## src/rtl/loader_pkg.sv

```systemverilog
// Shared types and widths for the program loader (state set depends on LOADER_CHECKSUM_EN).
package loader_pkg;

  localparam int unsigned NIBS_PER_WORD = 4;
  localparam int unsigned ADDR_W        = 4;
  localparam int unsigned NIB_W         = 4;
  localparam int unsigned WORD_W        = NIB_W * NIBS_PER_WORD;
  localparam int unsigned CNT_W         = 2;

`ifdef LOADER_CHECKSUM_EN
  typedef enum logic [2:0] {
    ST_IDLE  = 3'd0,
    ST_LOAD  = 3'd1,
    ST_WRITE = 3'd2,
    ST_CHECK = 3'd3,
    ST_DONE  = 3'd4,
    ST_ERR   = 3'd5
  } state_t;
`else
  typedef enum logic [2:0] {
    ST_IDLE  = 3'd0,
    ST_LOAD  = 3'd1,
    ST_WRITE = 3'd2,
    ST_DONE  = 3'd4
  } state_t;
`endif

endpackage

```

## src/rtl/nib_shift.sv

```systemverilog
// Nibble assembly register: shifts nibbles in MSN-first and flags the 4th nibble of a word.
module nib_shift
  import loader_pkg::*;
(
  input  logic              clk,
  input  logic              rst,
  input  logic              i_clr,
  input  logic              i_shift,
  input  logic [NIB_W-1:0]  i_nib,
  output logic              o_word_full_c,
  output logic [WORD_W-1:0] o_word_c
);

  logic [WORD_W-1:0] r_word;
  logic [CNT_W-1:0]  r_cnt;

  // Word as it will look once the current nibble is shifted in.
  assign o_word_c      = {r_word[WORD_W-NIB_W-1:0], i_nib};
  assign o_word_full_c = i_shift && (r_cnt == CNT_W'(NIBS_PER_WORD - 1));

  always_ff @(posedge clk) begin
    if (rst || i_clr) begin
      r_word <= '0;
      r_cnt  <= '0;
    end else if (i_shift) begin
      r_word <= o_word_c;
      r_cnt  <= r_cnt + CNT_W'(1);
    end
  end

endmodule

```

## src/rtl/prog_loader.sv

```systemverilog
// Loads NUM_WORDS nibble-streamed instructions into memory while holding the CPU.
// Optional checksum word verification enabled by LOADER_CHECKSUM_EN.
module prog_loader
  import loader_pkg::*;
#(
  parameter int unsigned NUM_WORDS = 16
) (
  input  logic              clk,
  input  logic              rst,
  input  logic              start,
  input  logic              rx_valid,
  input  logic [NIB_W-1:0]  RX_NIB,
  output logic              rx_ready,
  output logic              wr_en,
  output logic [ADDR_W-1:0] WR_ADDR,
  output logic [WORD_W-1:0] WR_DATA,
  output logic              cpu_hold,
  output logic              done,
  output logic              err
);

  localparam logic [ADDR_W-1:0] LAST_ADDR = ADDR_W'(NUM_WORDS - 1);

  state_t            r_state;
  logic [ADDR_W-1:0] r_addr;
  logic              r_rx_ready;
  logic              r_wr_en;
  logic [ADDR_W-1:0] r_wr_addr;
  logic [WORD_W-1:0] r_wr_data;
  logic              r_cpu_hold;
  logic              r_done;

  logic              w_idle_like;
  logic              w_clr;
  logic              w_shift;
  logic              w_full;
  logic [WORD_W-1:0] w_word;

`ifdef LOADER_CHECKSUM_EN
  logic              r_err;
  logic [WORD_W-1:0] r_xor;
  assign w_idle_like = (r_state == ST_IDLE) || (r_state == ST_DONE) || (r_state == ST_ERR);
  assign err         = r_err;
`else
  assign w_idle_like = (r_state == ST_IDLE) || (r_state == ST_DONE);
  assign err         = 1'b0;
`endif

  // Only the resting states honour start; rx_ready gates every nibble transfer.
  assign w_clr   = start && w_idle_like;
  assign w_shift = rx_valid && r_rx_ready;

  nib_shift u_nib_shift (
    .clk           (clk),
    .rst           (rst),
    .i_clr         (w_clr),
    .i_shift       (w_shift),
    .i_nib         (RX_NIB),
    .o_word_full_c (w_full),
    .o_word_c      (w_word)
  );

  always_ff @(posedge clk) begin
    if (rst) begin
      r_state    <= ST_IDLE;
      r_addr     <= '0;
      r_rx_ready <= 1'b0;
      r_wr_en    <= 1'b0;
      r_wr_addr  <= '0;
      r_wr_data  <= '0;
      r_cpu_hold <= 1'b0;
      r_done     <= 1'b0;
`ifdef LOADER_CHECKSUM_EN
      r_err      <= 1'b0;
      r_xor      <= '0;
`endif
    end else begin
      r_wr_en <= 1'b0;
      if (w_clr) begin
        r_state    <= ST_LOAD;
        r_addr     <= '0;
        r_rx_ready <= 1'b1;
        r_cpu_hold <= 1'b1;
        r_done     <= 1'b0;
`ifdef LOADER_CHECKSUM_EN
        r_err      <= 1'b0;
        r_xor      <= '0;
`endif
      end else begin
        case (r_state)
          ST_LOAD: begin
            if (w_full) begin
              r_state    <= ST_WRITE;
              r_rx_ready <= 1'b0;
              r_wr_en    <= 1'b1;
              r_wr_addr  <= r_addr;
              r_wr_data  <= w_word;
            end
          end
          ST_WRITE: begin
`ifdef LOADER_CHECKSUM_EN
            r_xor <= r_xor ^ r_wr_data;
`endif
            if (r_addr == LAST_ADDR) begin
`ifdef LOADER_CHECKSUM_EN
              r_state    <= ST_CHECK;
              r_rx_ready <= 1'b1;
`else
              r_state    <= ST_DONE;
              r_done     <= 1'b1;
              r_cpu_hold <= 1'b0;
`endif
            end else begin
              r_state    <= ST_LOAD;
              r_addr     <= r_addr + ADDR_W'(1);
              r_rx_ready <= 1'b1;
            end
          end
`ifdef LOADER_CHECKSUM_EN
          ST_CHECK: begin
            if (w_full) begin
              r_rx_ready <= 1'b0;
              if (w_word == r_xor) begin
                r_state    <= ST_DONE;
                r_done     <= 1'b1;
                r_cpu_hold <= 1'b0;
              end else begin
                r_state <= ST_ERR;
                r_err   <= 1'b1;
              end
            end
          end
`endif
          default: begin
          end
        endcase
      end
    end
  end

  assign rx_ready = r_rx_ready;
  assign wr_en    = r_wr_en;
  assign WR_ADDR  = r_wr_addr;
  assign WR_DATA  = r_wr_data;
  assign cpu_hold = r_cpu_hold;
  assign done     = r_done;

endmodule

```

## config.mk

```make
export PLATFORM = sky130hd
export DESIGN_NAME = prog_loader
export DESIGN_NICKNAME = d
export VERILOG_FILES = /design/src/rtl/loader_pkg.sv /design/src/rtl/nib_shift.sv /design/src/rtl/prog_loader.sv
export SDC_FILE = /design/constraint.sdc
export NUM_CORES = 1
export LEC_CHECK = 0
export CORE_MARGIN = 3
export CORE_UTILIZATION = 45
export CTS_CLUSTER_DIAMETER = 120
export DETAILED_ROUTE_END_ITERATION = 10
export PLACE_DENSITY = 0.72
export SKIP_CTS_REPAIR_TIMING = 1
export SYNTH_ARGS = -nofsm -noshare
export SYNTH_HDL_FRONTEND = slang
export SYNTH_HIERARCHICAL = 1
export SYNTH_SLANG_ARGS = --single-unit
```

## constraint.sdc

```tcl
create_clock -name clk -period 2.2 [get_ports clk]
set_input_delay 0.22 -clock clk [delete_from_list [all_inputs] [get_ports clk]]
set_output_delay 0.22 -clock clk [all_outputs]
set_load 0.05 [all_outputs]
```

==> impl_metrics.yaml <==
timing:
  fin_crit_sh_pct: 79.9
  setup_ws_ns: 0.441
  fmax_ghz: 0.569
  maxSlewViolCount: 0
  worst_clock_skew_ns: 0.0110
  slew_headroom_pct: 65.2
  tns_ns: 0
  tightest_slew_ns: 0.522
  finalSetupViolCount: 0
  whs_ns: 0.482
  hold_viol: 0
  grt_setup_unrepaired: "false"
  finalCriticalPeriod_ns: 1.76
setup_path:
  critPathLaunchType: "flip-flop"
  cpPeakStageDelay_ns: 0.82
  cp_slowest_cell: "clkdlybuf4s50_1"
  cp.depth: 1
  crit_type: "flip-flop to primary output"
  worstPathArrival_ns: 1.54
  critPathBufInv: 1
  cp.required_ns: 1.98
  critPathCaptureType: "primary output"
  path_cells: "clkdlybuf4s50_1"
  crit_family: "buffers and inverters"
  cp_max_fo: 2
  rr_worst_depth: 6
placed_design:
  dpl_cell_area_um2: 1930
  portBuffers: 31
  gp_routability_congestion: 0.756
  dp_worst_setup_slack_ns: 0.356
  dp_hpwl_um: 2070
global_routing:
  grt_max_degree: 23
  antenna_found_initial: 0
  track_usage_pct: 15.0
  grt_pass1_vias: 1116
  overflow: 0
  grt_first_pass_wirelength_um: 5050
synthesis:
  syn_avg_cell_area_um2: 11.0
  synth_most_common_cell: "dfxtp_1"
  synthTopCellsByCount: "45 x dfxtp_1, 20 x a22o_1, 16 x nor2_1"
  synth_flop_cell: "dfxtp_1"
  synth_top_cell_by_area: "dfxtp_1"
  netlist_instances: 149
  synth_cell_types: 34
  syn_area_um2: 1640
  ys_ff_latch: 45
  synth_edf_count: 0
  yosys-top-cells-area: "dfxtp_1 55%, a22o_1 11%, mux2i_1 7.9%"
  synth_top_cell_area_share_pct: 55.0
  yosysWarnings: 6
  synth_nets: 159
  async_reset_ff_share_pct: 0
  yosysSeqAreaShare_pct: 55.0
job:
  cap_violations: 0
clock_tree:
  worstSkewPairLatency_ns: 0.34
  clock_path_buffers: 2
  cts_tree: "yes"
  cts.sinks: 45
  clk_pin_slew_ns: 0.12
  h-tree-depth: 2
  root_buffer: "clkbuf_4"
  numCtsBuffers: 5
drt:
  route.detailed.drc: 0
  wl_per_cell_um: 13.3
  ant_nets: 0
  vias: 1144
  firstDrtPassIters: 4
  drt_iter0_markers: 43
  drt-total-wl_um: 2970
  viasPerCell: 5.11
worst_hold_path:
  hp-class: "flip-flop to flip-flop"
  whs_path_depth: 1
power_and_ir_drop:
  p_per_area_nw_per_um2: 647
  p_total_uw: 1280
  vdd_ir_drop_max_v: 0.000438
  p_leak_uw: 0.000724
floorplan:
  io_pins: 33
  die-height_um: 66.4
  start_util_pct: 48.0
  die-area_um2: 4400
  fp.dieW_um: 66.4
  coreArea_um2: 3420
  core.rowCount: 21
cells_and_area:
  area_growth_pct: 20.8
  antenna_cells: 0
  finalInstanceArea_um2: 1980
  drive_gt1_share_pct: 8.43
  final_net_count: 187
run_status:
  status: "completed"
[sequential cells by signal, indices dropped and copies added, names as in the netlist]
| register | cells |
|---|---|
| WR_ADDR | 4 |
| rx_ready | 1 |
| wr_en | 1 |
| u_nib_shift/r_word | 12 |
| r_state | 3 |
| u_nib_shift/r_cnt | 2 |
| done | 1 |
| WR_DATA | 16 |
| cpu_hold | 1 |
| r_addr | 4 |
[cells by family after synthesis]
family / count (synthesis) / synth area share (%)
flip-flops: 45 / 55.0
other: 1 / 0.229
adder cells (fa/ha/maj): 2 / 1.53
multiplexers: 13 / 7.94
buffers and inverters: 17 / 7.25
AND/OR/NAND/NOR: 35 / 11.0
XOR/XNOR: 1 / 0.534
AO/OA/AOI/OAI: 35 / 16.6
[path summary, 6_finish.rpt]
check,end,startpoint,slack [ns]
worst min register to register,done$_SDFFE_PP0P_,done$_SDFFE_PP0P_,0.48
worst max register to register,WR_ADDR[0]$_SDFFE_PP0P_,u_nib_shift/r_cnt[0]$_SDFFE_PP0P_,0.61
worst min-delay path,done$_SDFFE_PP0P_,done$_SDFFE_PP0P_,0.48
worst max-delay path,WR_DATA[1],WR_DATA[1]$_SDFFE_PP0P_,0.44
[final cells by class]
type                       instances  area [um2]
fill                             297        1440
clock inverter                     2        10.0
clock buffer                       6        41.3
inverter                           3        11.3
sequential                        45         901
tap                               46        57.6
timing repair buffer              35         340
multi-input combinational         87         619
[stage by stage]
step / utilization (%) / std cells
floorplan: - / 149
global placement: 56.5 / 216
detailed placement: 56.5 / 216
CTS: 58.0 / 224
global route: 58.0 / 224
finish: 58.0 / 224
[layout by cell type (no fill, tap or decap), types with 2 or more instances in the layout]
cell / Yosys / routed
buf_4: 6 / 4
ha_1: 2 / 2
o21ai_0: 3 / 3
and2_1: 2 / 2
inv_1: 3 / 3
nor3b_1: 2 / 2
a21oi_1: 5 / 5
nor2_1: 16 / 16
clkbuf_4: 0 / 5
nand3_1: 3 / 3
o21a_1: 2 / 2
a22o_1: 20 / 20
clkinv_2: 0 / 2
mux2i_1: 13 / 13
clkdlybuf4s50_1: 0 / 31
nor3_1: 3 / 3
dfxtp_1: 45 / 45
[power by group]
group	internal [uW]	total [uW]	switching, uW	leakage, uW
Combinational	36.9	88.9	52.0	0.000329
Clock	122	362	239	0.0000320
Sequential	823	830	6.73	0.000363
Total	982	1280	298	0.000724
[per-layer routing]
metal  routed length (um)  GRT usage (%)
met1                 1480           20.0
met2                 1330           22.2
met3                  120           4.59
met4                   38           6.60
met5                    0              0
No activity file was read; power rests on OpenSTA's default activity.
